## config.mk

```make
export PLATFORM = sky130hd
export DESIGN_NAME = dircc_avalon_st_packet_receiver_flat
export DESIGN_NICKNAME = d
export VERILOG_FILES = /design/src/rtl/dircc_types_pkg.sv /design/src/rtl/dircc_avalon_st_packet_receiver_if.sv /design/src/rtl/dircc_sat_counter.sv /design/src/rtl/dircc_avalon_st_packet_receiver.sv /design/src/flat_wrapper.sv
export SDC_FILE = /design/constraint.sdc
export NUM_CORES = 1
export LEC_CHECK = 0
export CORE_ASPECT_RATIO = 0.6
export CORE_MARGIN = 3
export CORE_UTILIZATION = 50
export DETAILED_ROUTE_END_ITERATION = 10
export HOLD_SLACK_MARGIN = 0.06
export PLACE_DENSITY_LB_ADDON = 0.2
export SLEW_MARGIN = 10
export SYNTH_ARGS = -nofsm -noshare
export SYNTH_HDL_FRONTEND = slang
export SYNTH_SLANG_ARGS = --single-unit
```

## constraint.sdc

```tcl
create_clock -name clk -period 2.49 [get_ports clk]
set_clock_uncertainty 0.15 [all_clocks]
set_input_delay 0.6225 -clock clk [delete_from_list [all_inputs] [get_ports clk]]
set_output_delay 0.6225 -clock clk [all_outputs]
set_load 0.1 [all_outputs]
```

## src/rtl/dircc_types_pkg.sv

```systemverilog
// Shared dircc types: address/packet layout, receiver FSM states and beat arithmetic.
package dircc_types_pkg;

    typedef logic [31:0] hw_addr_t;

    typedef struct packed {
        hw_addr_t    hw_addr;
        logic [15:0] sw_addr;
    } address_t;

    // Field order fixes the wire order: dest_addr occupies the MSBs sent on beat 0.
    typedef struct packed {
        address_t    dest_addr;
        address_t    src_addr;
        logic [7:0]  pkt_type;
        logic [7:0]  pin;
        logic [31:0] lamport;
        logic [95:0] data;
    } packet_t;

    localparam int unsigned PACKET_WIDTH = $bits(packet_t);

    typedef enum logic [1:0] {
        StIdle,
        StCollect,
        StHold,
        StDiscard
    } rx_state_t;

    function automatic int unsigned beats_for(int unsigned width);
        return (PACKET_WIDTH + width - 1) / width;
    endfunction

endpackage

```

## src/rtl/dircc_avalon_st_packet_receiver_if.sv

```systemverilog
// Avalon-ST stream bundle between packet sender (master) and receiver (slave).
interface dircc_avalon_st_packet_receiver_if #(
    parameter int unsigned DATA_WIDTH = 32
);
    localparam int unsigned EMPTY_WIDTH = $clog2(DATA_WIDTH / 8);

    logic [DATA_WIDTH-1:0]  data;
    logic                   valid;
    logic                   ready;
    logic                   startofpacket;
    logic                   endofpacket;
    logic [EMPTY_WIDTH-1:0] empty;

    modport master (
        output data, valid, startofpacket, endofpacket, empty,
        input  ready
    );

    modport slave (
        input  data, valid, startofpacket, endofpacket, empty,
        output ready
    );

endinterface

```

## src/rtl/dircc_sat_counter.sv

```systemverilog
// Event counter that sticks at all-ones instead of wrapping.
module dircc_sat_counter #(
    parameter int unsigned WIDTH = 16
) (
    input  logic             clk,
    input  logic             reset_n,
    input  logic             inc,
    output logic [WIDTH-1:0] count
);

    logic [WIDTH-1:0] count_q;

    always_ff @(posedge clk or negedge reset_n) begin
        if (!reset_n) begin
            count_q <= '0;
        end else if (inc && (count_q != {WIDTH{1'b1}})) begin
            count_q <= count_q + WIDTH'(1);
        end
    end

    assign count = count_q;

endmodule

```

## src/rtl/dircc_avalon_st_packet_receiver.sv

```systemverilog
// Avalon-ST sink rebuilding one packet_t per stream packet into a held output register.
// Define DIRCC_RX_ADDR_FILTER_EN to drop packets whose dest hw_addr differs from local_hw_addr.
module dircc_avalon_st_packet_receiver
    import dircc_types_pkg::*;
#(
    parameter int unsigned DATA_WIDTH  = 32,
    parameter int unsigned COUNT_WIDTH = 16
) (
    input  logic                                 clk,
    input  logic                                 reset_n,
    dircc_avalon_st_packet_receiver_if.slave     asi_in,
    input  hw_addr_t                             local_hw_addr,
    output packet_t                              packet_out,
    output logic                                 packet_out_valid,
    input  logic                                 packet_out_ready,
    output logic [COUNT_WIDTH-1:0]               rx_count,
    output logic [COUNT_WIDTH-1:0]               err_count,
    output logic [COUNT_WIDTH-1:0]               filt_count
);

    localparam int unsigned BEATS       = beats_for(DATA_WIDTH);
    localparam int unsigned LAST_EMPTY  = (BEATS * DATA_WIDTH - PACKET_WIDTH) / 8;
    localparam int unsigned LAST_BITS   = DATA_WIDTH - 8 * LAST_EMPTY;
    localparam int unsigned ASM_WIDTH   = (BEATS - 1) * DATA_WIDTH;
    localparam int unsigned CNT_WIDTH   = $clog2(BEATS);
    localparam int unsigned EMPTY_WIDTH = $clog2(DATA_WIDTH / 8);

    localparam logic [CNT_WIDTH-1:0]   LastBeat  = CNT_WIDTH'(BEATS - 1);
    localparam logic [EMPTY_WIDTH-1:0] LastEmpty = EMPTY_WIDTH'(LAST_EMPTY);

    rx_state_t             state_q;
    logic [CNT_WIDTH-1:0]  beat_cnt_q;
    logic [ASM_WIDTH-1:0]  asm_q;
    packet_t               packet_q;
    logic                  valid_q;
    logic                  rx_inc_q;
    logic                  err_inc_q;
    logic                  filt_inc_q;

    logic                  accept;
    logic                  sop;
    logic                  eop;
    packet_t               packet_next;
    logic                  addr_match;

    assign asi_in.ready = (state_q != StHold);
    assign accept       = asi_in.valid && (state_q != StHold);
    assign sop          = asi_in.startofpacket;
    assign eop          = asi_in.endofpacket;

    // Earlier beats sit in asm_q; the final beat contributes only its non-empty upper bytes.
    assign packet_next = {asm_q, asi_in.data[DATA_WIDTH-1 -: LAST_BITS]};

`ifdef DIRCC_RX_ADDR_FILTER_EN
    assign addr_match = (packet_next.dest_addr.hw_addr == local_hw_addr);
`else
    logic unused_local_hw_addr;
    assign unused_local_hw_addr = ^local_hw_addr;
    assign addr_match = 1'b1;
`endif

    always_ff @(posedge clk or negedge reset_n) begin
        if (!reset_n) begin
            state_q    <= StIdle;
            beat_cnt_q <= '0;
            asm_q      <= '0;
            packet_q   <= '0;
            valid_q    <= 1'b0;
            rx_inc_q   <= 1'b0;
            err_inc_q  <= 1'b0;
            filt_inc_q <= 1'b0;
        end else begin
            rx_inc_q   <= 1'b0;
            err_inc_q  <= 1'b0;
            filt_inc_q <= 1'b0;

            if (accept) begin
                asm_q <= {asm_q[ASM_WIDTH-DATA_WIDTH-1:0], asi_in.data};
            end

            unique case (state_q)
                StIdle, StDiscard: begin
                    if (accept) begin
                        if (sop && !eop) begin
                            state_q    <= StCollect;
                            beat_cnt_q <= CNT_WIDTH'(1);
                        end else if (state_q == StIdle) begin
                            // Orphan beat, or a one-beat packet that can never be well-formed.
                            err_inc_q <= 1'b1;
                            state_q   <= eop ? StIdle : StDiscard;
                        end else if (eop) begin
                            state_q <= StIdle;
                        end
                    end
                end

                StCollect: begin
                    if (accept) begin
                        if (sop) begin
                            err_inc_q <= 1'b1;
                            if (eop) begin
                                state_q <= StIdle;
                            end else begin
                                beat_cnt_q <= CNT_WIDTH'(1);
                            end
                        end else if (eop) begin
                            if ((beat_cnt_q != LastBeat) || (asi_in.empty != LastEmpty)) begin
                                err_inc_q <= 1'b1;
                                state_q   <= StIdle;
                            end else if (addr_match) begin
                                packet_q <= packet_next;
                                valid_q  <= 1'b1;
                                state_q  <= StHold;
                            end else begin
                                filt_inc_q <= 1'b1;
                                state_q    <= StIdle;
                            end
                        end else if (beat_cnt_q == LastBeat) begin
                            err_inc_q <= 1'b1;
                            state_q   <= StDiscard;
                        end else begin
                            beat_cnt_q <= beat_cnt_q + CNT_WIDTH'(1);
                        end
                    end
                end

                StHold: begin
                    if (packet_out_ready) begin
                        rx_inc_q <= 1'b1;
                        valid_q  <= 1'b0;
                        state_q  <= StIdle;
                    end
                end

                default: state_q <= StIdle;
            endcase
        end
    end

    assign packet_out       = packet_q;
    assign packet_out_valid = valid_q;

    dircc_sat_counter #(.WIDTH(COUNT_WIDTH)) u_rx_counter (
        .clk     (clk),
        .reset_n (reset_n),
        .inc     (rx_inc_q),
        .count   (rx_count)
    );

    dircc_sat_counter #(.WIDTH(COUNT_WIDTH)) u_err_counter (
        .clk     (clk),
        .reset_n (reset_n),
        .inc     (err_inc_q),
        .count   (err_count)
    );

    dircc_sat_counter #(.WIDTH(COUNT_WIDTH)) u_filt_counter (
        .clk     (clk),
        .reset_n (reset_n),
        .inc     (filt_inc_q),
        .count   (filt_count)
    );

endmodule

```

## src/flat_wrapper.sv

```systemverilog
// flat-port wrapper written by rule: the top's interface ports become plain ports
module dircc_avalon_st_packet_receiver_flat import dircc_types_pkg::*;
#(
    parameter int unsigned DATA_WIDTH  = 32,
    parameter int unsigned COUNT_WIDTH = 16
)
  (clk, reset_n, local_hw_addr, packet_out, packet_out_valid, packet_out_ready, rx_count, err_count, filt_count, asi_in_data, asi_in_valid, asi_in_startofpacket, asi_in_endofpacket, asi_in_empty, asi_in_ready);
  dircc_avalon_st_packet_receiver_if #(.DATA_WIDTH(DATA_WIDTH)) asi_in_i ();
  input  logic clk;
  input  logic reset_n;
  input  hw_addr_t local_hw_addr;
  output packet_t packet_out;
  output logic packet_out_valid;
  input  logic packet_out_ready;
  output logic [COUNT_WIDTH-1:0] rx_count;
  output logic [COUNT_WIDTH-1:0] err_count;
  output logic [COUNT_WIDTH-1:0] filt_count;
  input wire logic [$bits(asi_in_i.data)-1:0] asi_in_data;
  input wire logic [$bits(asi_in_i.valid)-1:0] asi_in_valid;
  input wire logic [$bits(asi_in_i.startofpacket)-1:0] asi_in_startofpacket;
  input wire logic [$bits(asi_in_i.endofpacket)-1:0] asi_in_endofpacket;
  input wire logic [$bits(asi_in_i.empty)-1:0] asi_in_empty;
  output wire logic [$bits(asi_in_i.ready)-1:0] asi_in_ready;
  assign asi_in_i.data = asi_in_data;
  assign asi_in_i.valid = asi_in_valid;
  assign asi_in_i.startofpacket = asi_in_startofpacket;
  assign asi_in_i.endofpacket = asi_in_endofpacket;
  assign asi_in_i.empty = asi_in_empty;
  assign asi_in_ready = asi_in_i.ready;
  dircc_avalon_st_packet_receiver #(.DATA_WIDTH(DATA_WIDTH), .COUNT_WIDTH(COUNT_WIDTH)) u_core (.clk(clk), .reset_n(reset_n), .asi_in(asi_in_i), .local_hw_addr(local_hw_addr), .packet_out(packet_out), .packet_out_valid(packet_out_valid), .packet_out_ready(packet_out_ready), .rx_count(rx_count), .err_count(err_count), .filt_count(filt_count));
endmodule
```

==> results.sh, run 1 <==
export IMPL_status="finished clean"
export IMPL_r2r_slack_ns=0.09
export IMPL_yosys_area_share_simple=0.1467
export IMPL_ys_warn_count=0
export IMPL_powerDensity_nw_per_um2=925.5
export IMPL_fin_crit_ns=2.405
export IMPL_layout_common_cells="nand2_1 (683), dfrtp_1 (502), buf_4 (307)"
export IMPL_finalWirelength_um=46660
export IMPL_die_area_um2=43000
export IMPL_die_w_um=265.7
export IMPL_start_kind="register"
export IMPL_num_vias=12846
export IMPL_wl_per_cell_um=18.19
export IMPL_clk_path_buf_depth=3
export IMPL_cts_made_buffers=46
export IMPL_die_h_um=161.8
export IMPL_drt_initial_drc_count=936
export IMPL_reg2reg_depth=7
export IMPL_cts_setup_buffers=0
export IMPL_hold_class="reg2reg"
export IMPL_synth_cells=1665
export IMPL_grt_overflow=0
export IMPL_leakage_uw=0.01415
export IMPL_timing_fmax_mhz=415.9
export IMPL_hold_violations=0
export IMPL_synth_compound_area_frac=0.01033
export IMPL_cts_sinks=504
export IMPL_tightest_slew_ns=0.6242
export IMPL_slew_headroom=0.5839
export IMPL_critPathTopFamily="adder cells"
export IMPL_critical_path_slowest_cell="buf_12"
export IMPL_hold_depth=2
export IMPL_ys_seq_area_frac=0.6233
export IMPL_antenna_cells=0
export IMPL_critPathLaunch="u_core.beat_cnt_q[0]"
export IMPL_drive_gt1_frac=0.3275
export IMPL_place_congestion=0.8479
export IMPL_areaGrowthSynthToFinish_pct=24.54
export IMPL_pin_count=362
export IMPL_async_reset_ff_frac=1.000
export IMPL_post_drt_via_cell_ratio=5.008
export IMPL_clk_root_buffer_cell="clkbuf_16"
export IMPL_antenna_found_initial=0
export IMPL_dp_hpwl_um=31810
export IMPL_coreArea_um2=39520
export IMPL_setup_viol=0
export IMPL_worstHoldStart="u_core.asm_q[210]"
export IMPL_crit_path_end_kind="register"
export IMPL_cp_max_fo=76
export IMPL_ir_worst_vdd_v=0.0006407
export IMPL_muxShareOfSynthArea=0.1736
export IMPL_synth_cell_types=43
export IMPL_post_route_util=0.6377
export IMPL_synth_xor_area_share=0.009955
export IMPL_fin_crit_sh=0.9657
export IMPL_grt_pass1_vias=13264
export IMPL_r2r_end="u_core.packet_out[161]"
export IMPL_critical_path_most_common_cell="ha_1"
export IMPL_synth_seq_cells=504
export IMPL_worstPathArrival_ns=2.70
export IMPL_reg2reg_from="u_core.beat_cnt_q[0]"
export IMPL_max_stage_delay_ns=0.43
export IMPL_synth_adder_area_share=0.004947
export IMPL_crit_chain="ha_1, ha_1, nand2_1, nor2_1, nand4_4, buf_12, mux2_2"
export IMPL_path_buf_inv=1
export IMPL_final_nets=2086
export IMPL_grt_pass1_wl_um=75200
export IMPL_drc=0
export IMPL_syn_area_per_cell_um2=12.15
export IMPL_synth_area_um2=20230
export IMPL_htree_levels=2
export IMPL_synth_top_family_by_area="multiplexers"
export IMPL_clk_pin_slew_worst_paths_ns=0.06
export IMPL_drtPass1Iterations=5
export IMPL_grt_max_degree=82
export IMPL_rsz0062_at_grt="no"
export IMPL_rows=56
export IMPL_synth_main_ff_cell="dfrtp_1"
export IMPL_synth_edff_count=0
export IMPL_drv_slew=0
export IMPL_final_common_cell="nand2_1"
export IMPL_cp_depth=7
export IMPL_start_util=0.5120
export IMPL_buffer_ports_inserted=313
export IMPL_holdPathEnd="u_core.asm_q[210]"
export IMPL_cp_data_required_time_ns=2.78
export IMPL_whs_ns=0.3247
export IMPL_maxCapViolCount=0
export IMPL_cts_tree="done"
export IMPL_grt_usage=0.2182
export IMPL_clock_latency_ns=0.56
export IMPL_ant_nets=0
export IMPL_critical_path_class="reg2reg"
==> layer usage <==
| metal | GRT usage | vias to the layer above | share of wire | wire (µm) |
|---|---|---|---|---|
| li1 | - | 6026 | - | - |
| met1 | 0.3071 | 6503 | 0.46 | 21260 |
| met2 | 0.3523 | 252 | 0.48 | 22190 |
| met3 | 0.04709 | 65 | 0.049 | 2285 |
| met4 | 0.04953 | 0 | 0.020 | 925 |
| met5 | 0 | - | 0 | 0 |
==> cells in the mapped netlist, drive strengths merged (7+ instances only) <==
cell | number | area, µm²
xnor2 | 18 | 157.7
ha | 8 | 100.1
mux2 | 245 | 3513
buf | 61 | 471.7
nand4 | 9 | 77.57
nand2 | 683 | 2564
nand3 | 16 | 80.08
and3 | 14 | 88.84
nor2 | 7 | 26.28
nand2b | 7 | 43.79
a21oi | 13 | 65.06
inv | 7 | 26.28
clkbuf | 34 | 127.6
dfrtp | 504 | 12610
==> sequential cells by signal (all words and copies together) (netlist names) <==
signal / flops
u_core.beat_cnt_q: 3
u_core.asm_q: 224
u_core.u_rx_counter.count: 16
u_core.rx_inc_q: 1
u_core.state_q: 2
u_core.packet_out: 240
u_core.err_inc_q: 1
u_core.packet_out_valid: 1
u_core.u_err_counter.count: 16
==> worst min-delay path, delay by kind of cell, from the launching register on <==
family / cells / cell delay (ns)
simple gates: 2 / 0.10
flops: 1 / 0.34
==> metrics by stage <==
step	area (µm²)	setup WS [ns]	total power (µW)	instances	setup TNS, ns
after global routing	25200	0.002713	24600	2565	0
after detailed placement	23580	-0.2428	16150	2479	-25.82
after global placement	23580	-0.2687	15980	2479	-17.88
after floorplan	20290	0.005083	14350	1680	0
final	25200	0.08548	23320	2565	0
after CTS	25190	0.05948	23590	2565	0
==> power by group <==
group          total [µW]  switching, µW  internal [µW]
clock network        7360           3100           4250
registers           11200           1360           9810
logic                4790           3320           1470
total               23300           7780          15500
==> final cells by class <==
type | count | area (µm²)
inverter | 7 | 26.28
timing repair buffer | 373 | 3231
tap | 522 | 653.1
multi-input combinational | 1074 | 7079
clock inverter | 15 | 182.7
sequential | 504 | 12610
clock buffer | 70 | 1413
fill | 3074 | 14320
==> kinds of logic after synthesis <==
kind of cell | Yosys count
AO/OA/AOI/OAI | 33
AND/OR/NAND/NOR | 749
adder cells (fa/ha/maj) | 8
flip-flops | 504
XOR/XNOR | 23
other | 1
multiplexers | 245
buffers and inverters | 102
==> how the worst max path moves through the flow <==
| stage | end | slack [ns] |
|---|---|---|
| floorplan | u_core.u_rx_counter.count[1] | 0.005 |
| global placement | u_core.err_inc_q | -0.27 |
| detailed placement | u_core.err_inc_q | -0.24 |
| CTS | asi_in_ready | 0.06 |
| global route | u_core.packet_out[193] | 0.003 |
| finish | u_core.packet_out[161] | 0.09 |
==> repair_timing <==
action	CTS	global route
hold buffers	1	0
endpoints found under the hold margin	35	0
resized for setup	2	2
endpoints found under the setup margin	2	2
(Power assumes the default switching activity.)
==> run 2: changes to the inputs <==
--- a/config.mk
+++ b/config.mk
@@ -7,7 +7,7 @@
 export LEC_CHECK = 0
 export CORE_ASPECT_RATIO = 0.6
 export CORE_MARGIN = 3
-export CORE_UTILIZATION = 50
+export CORE_UTILIZATION = 53
 export DETAILED_ROUTE_END_ITERATION = 10
 export HOLD_SLACK_MARGIN = 0.06
 export PLACE_DENSITY_LB_ADDON = 0.2
==> run 2 against run 1 <==
Critical path depth fell by 3. Register-to-register slack improved by 0.06 ns. Final cell count fell by 0.82%. Design area fell by 0.45%. Sequential cell count did not move. Wire length barely moved. Utilization rose by 4.1 points. Die area fell by 5.5%. Critical path type is now reg2out. Sequential power barely moved. Sequential share of layout area rose by 0.23 points.
==> results.sh, run 2 (synthesis gave the netlist of run 1 again) <==
export IMPL_status="finished clean"
export IMPL_fin_crit_ns=2.368
export IMPL_post_route_util=0.6788
export IMPL_finalWirelength_um=46690
export IMPL_timing_fmax_mhz=422.2
export IMPL_drv_slew=0
export IMPL_final_nets=2083
export IMPL_dp_hpwl_um=31830
export IMPL_ir_worst_vdd_v=0.0006007
export IMPL_clk_path_buf_depth=3
export IMPL_ant_nets=0
export IMPL_rsz0062_at_grt="no"
export IMPL_setup_viol=0
export IMPL_place_congestion=0.8363
export IMPL_htree_levels=2
export IMPL_hold_class="reg2reg"
export IMPL_fin_crit_sh=0.9512
export IMPL_antenna_found_initial=0
export IMPL_grt_overflow=0
export IMPL_whs_ns=0.3267
export IMPL_start_kind="register"
export IMPL_areaGrowthSynthToFinish_pct=23.97
export IMPL_wl_per_cell_um=18.35
export IMPL_largest_reg_flops=240
export IMPL_maxCapViolCount=0
export IMPL_rows=54
export IMPL_cp_max_fo=5
export IMPL_critical_path_class="reg2out"
export IMPL_cts_tree="done"
export IMPL_grt_pass1_wl_um=75030
export IMPL_hold_violations=0
export IMPL_drt_initial_drc_count=890
export IMPL_report_power_total_uw=23230
export IMPL_tightest_slew_ns=0.6689
export IMPL_start_util=0.5475
export IMPL_leakage_uw=0.01412
export IMPL_die_w_um=258.3
export IMPL_clk_pin_slew_worst_paths_ns=0.07
export IMPL_drive_gt1_frac=0.3270
export IMPL_drc=0
export IMPL_coreArea_um2=36960
export IMPL_grt_pass1_vias=13443
export IMPL_grt_usage=0.2313
export IMPL_cts_setup_buffers=0
export IMPL_buffer_ports_inserted=313
export IMPL_num_vias=12992
export IMPL_antenna_cells=0
export IMPL_layout_common_cells="nand2_1 (683), dfrtp_1 (502), buf_4 (309)"
export IMPL_slew_headroom=0.5541
export IMPL_die_area_um2=40640
export IMPL_placed_cell_area_um2=23500
export IMPL_clk_root_buffer_cell="clkbuf_16"
export IMPL_crit_path_end_kind="output pin"
export IMPL_num_fill_cells=2730
export IMPL_final_common_cell="nand2_1"
export IMPL_cts_sinks=504
export IMPL_worstPathArrival_ns=1.60
export IMPL_grt_max_degree=136
export IMPL_drtPass1Iterations=5
export IMPL_cts_made_buffers=45
export IMPL_post_drt_via_cell_ratio=5.107
export IMPL_cp_data_required_time_ns=1.72
export IMPL_powerDensity_nw_per_um2=926.1
export IMPL_postLayoutCellArea_um2=25090
export IMPL_clock_latency_ns=0.55
export IMPL_pin_count=362
export IMPL_die_h_um=157.4
==> run 2: critical path: stages, from the launching register on <==
cell and delay [ns]:
dfrtp_1 0.40, inv_1 0.11, ha_2 0.26, inv_1 0.11, buf_12 0.18
==> run 2: layout make-up <==
cell class	count	area, µm²	share of cell area
tap	504	630.6	0.02514
inverter	7	26.28	0.001047
clock inverter	16	161.4	0.006434
clock buffer	68	1415	0.05641
sequential	504	12610	0.5029
multi-input combinational	1074	7072	0.2819
timing repair buffer	371	3166	0.1262
==> run 2: layer usage <==
metal  share of wire  wire (µm)  track usage  vias to the layer above
li1                -          -            -                     6029
met1            0.45      20960       0.3232                     6624
met2            0.48      22440       0.3769                      272
met3           0.052       2450      0.05210                       67
met4           0.018        837      0.04905                        0
met5               0          0            0                        -
==> run 2: report_power, final <==
| part | internal [µW] | leakage, µW | switching, µW |
|---|---|---|---|
| clock network | 4240 | 0.000790 | 3030 |
| registers | 9810 | 0.00677 | 1390 |
| logic | 1440 | 0.00656 | 3310 |
==> run 2: worst paths after layout <==
check                                startpoint                     to  slack [ns]  cells past startpoint
setup / recovery              u_core.state_q[0]           asi_in_ready        0.12                      4
hold reg to reg               u_core.asm_q[192]      u_core.asm_q[192]        0.33                      2
max in group asynchronous               reset_n  u_core.packet_out[92]        0.97                      3
hold / removal                u_core.asm_q[192]      u_core.asm_q[192]        0.33                      2
min in group asynchronous               reset_n   u_core.packet_out[1]        0.42                      2
setup reg to reg           u_core.beat_cnt_q[0]       u_core.err_inc_q        0.15                      8
==> run 2: what timing repair did <==
| item | in CTS | in global routing |
|---|---|---|
| endpoints found under the hold margin | 33 | 0 |
| hold buffers | 1 | 0 |
| resized for setup | 0 | 2 |
| endpoints found under the setup margin | 0 | 2 |
==> run 2: stage by stage <==
step / TNS, ns / setup WS (ns) / instances
global route: 0 / 0.04433 / 2544
CTS: 0 / 0.01602 / 2544
floorplan: 0 / 0.005083 / 1680
finish: 0 / 0.1215 / 2544
detailed placement: -18.35 / -0.1881 / 2459
global placement: -14.86 / -0.1427 / 2459
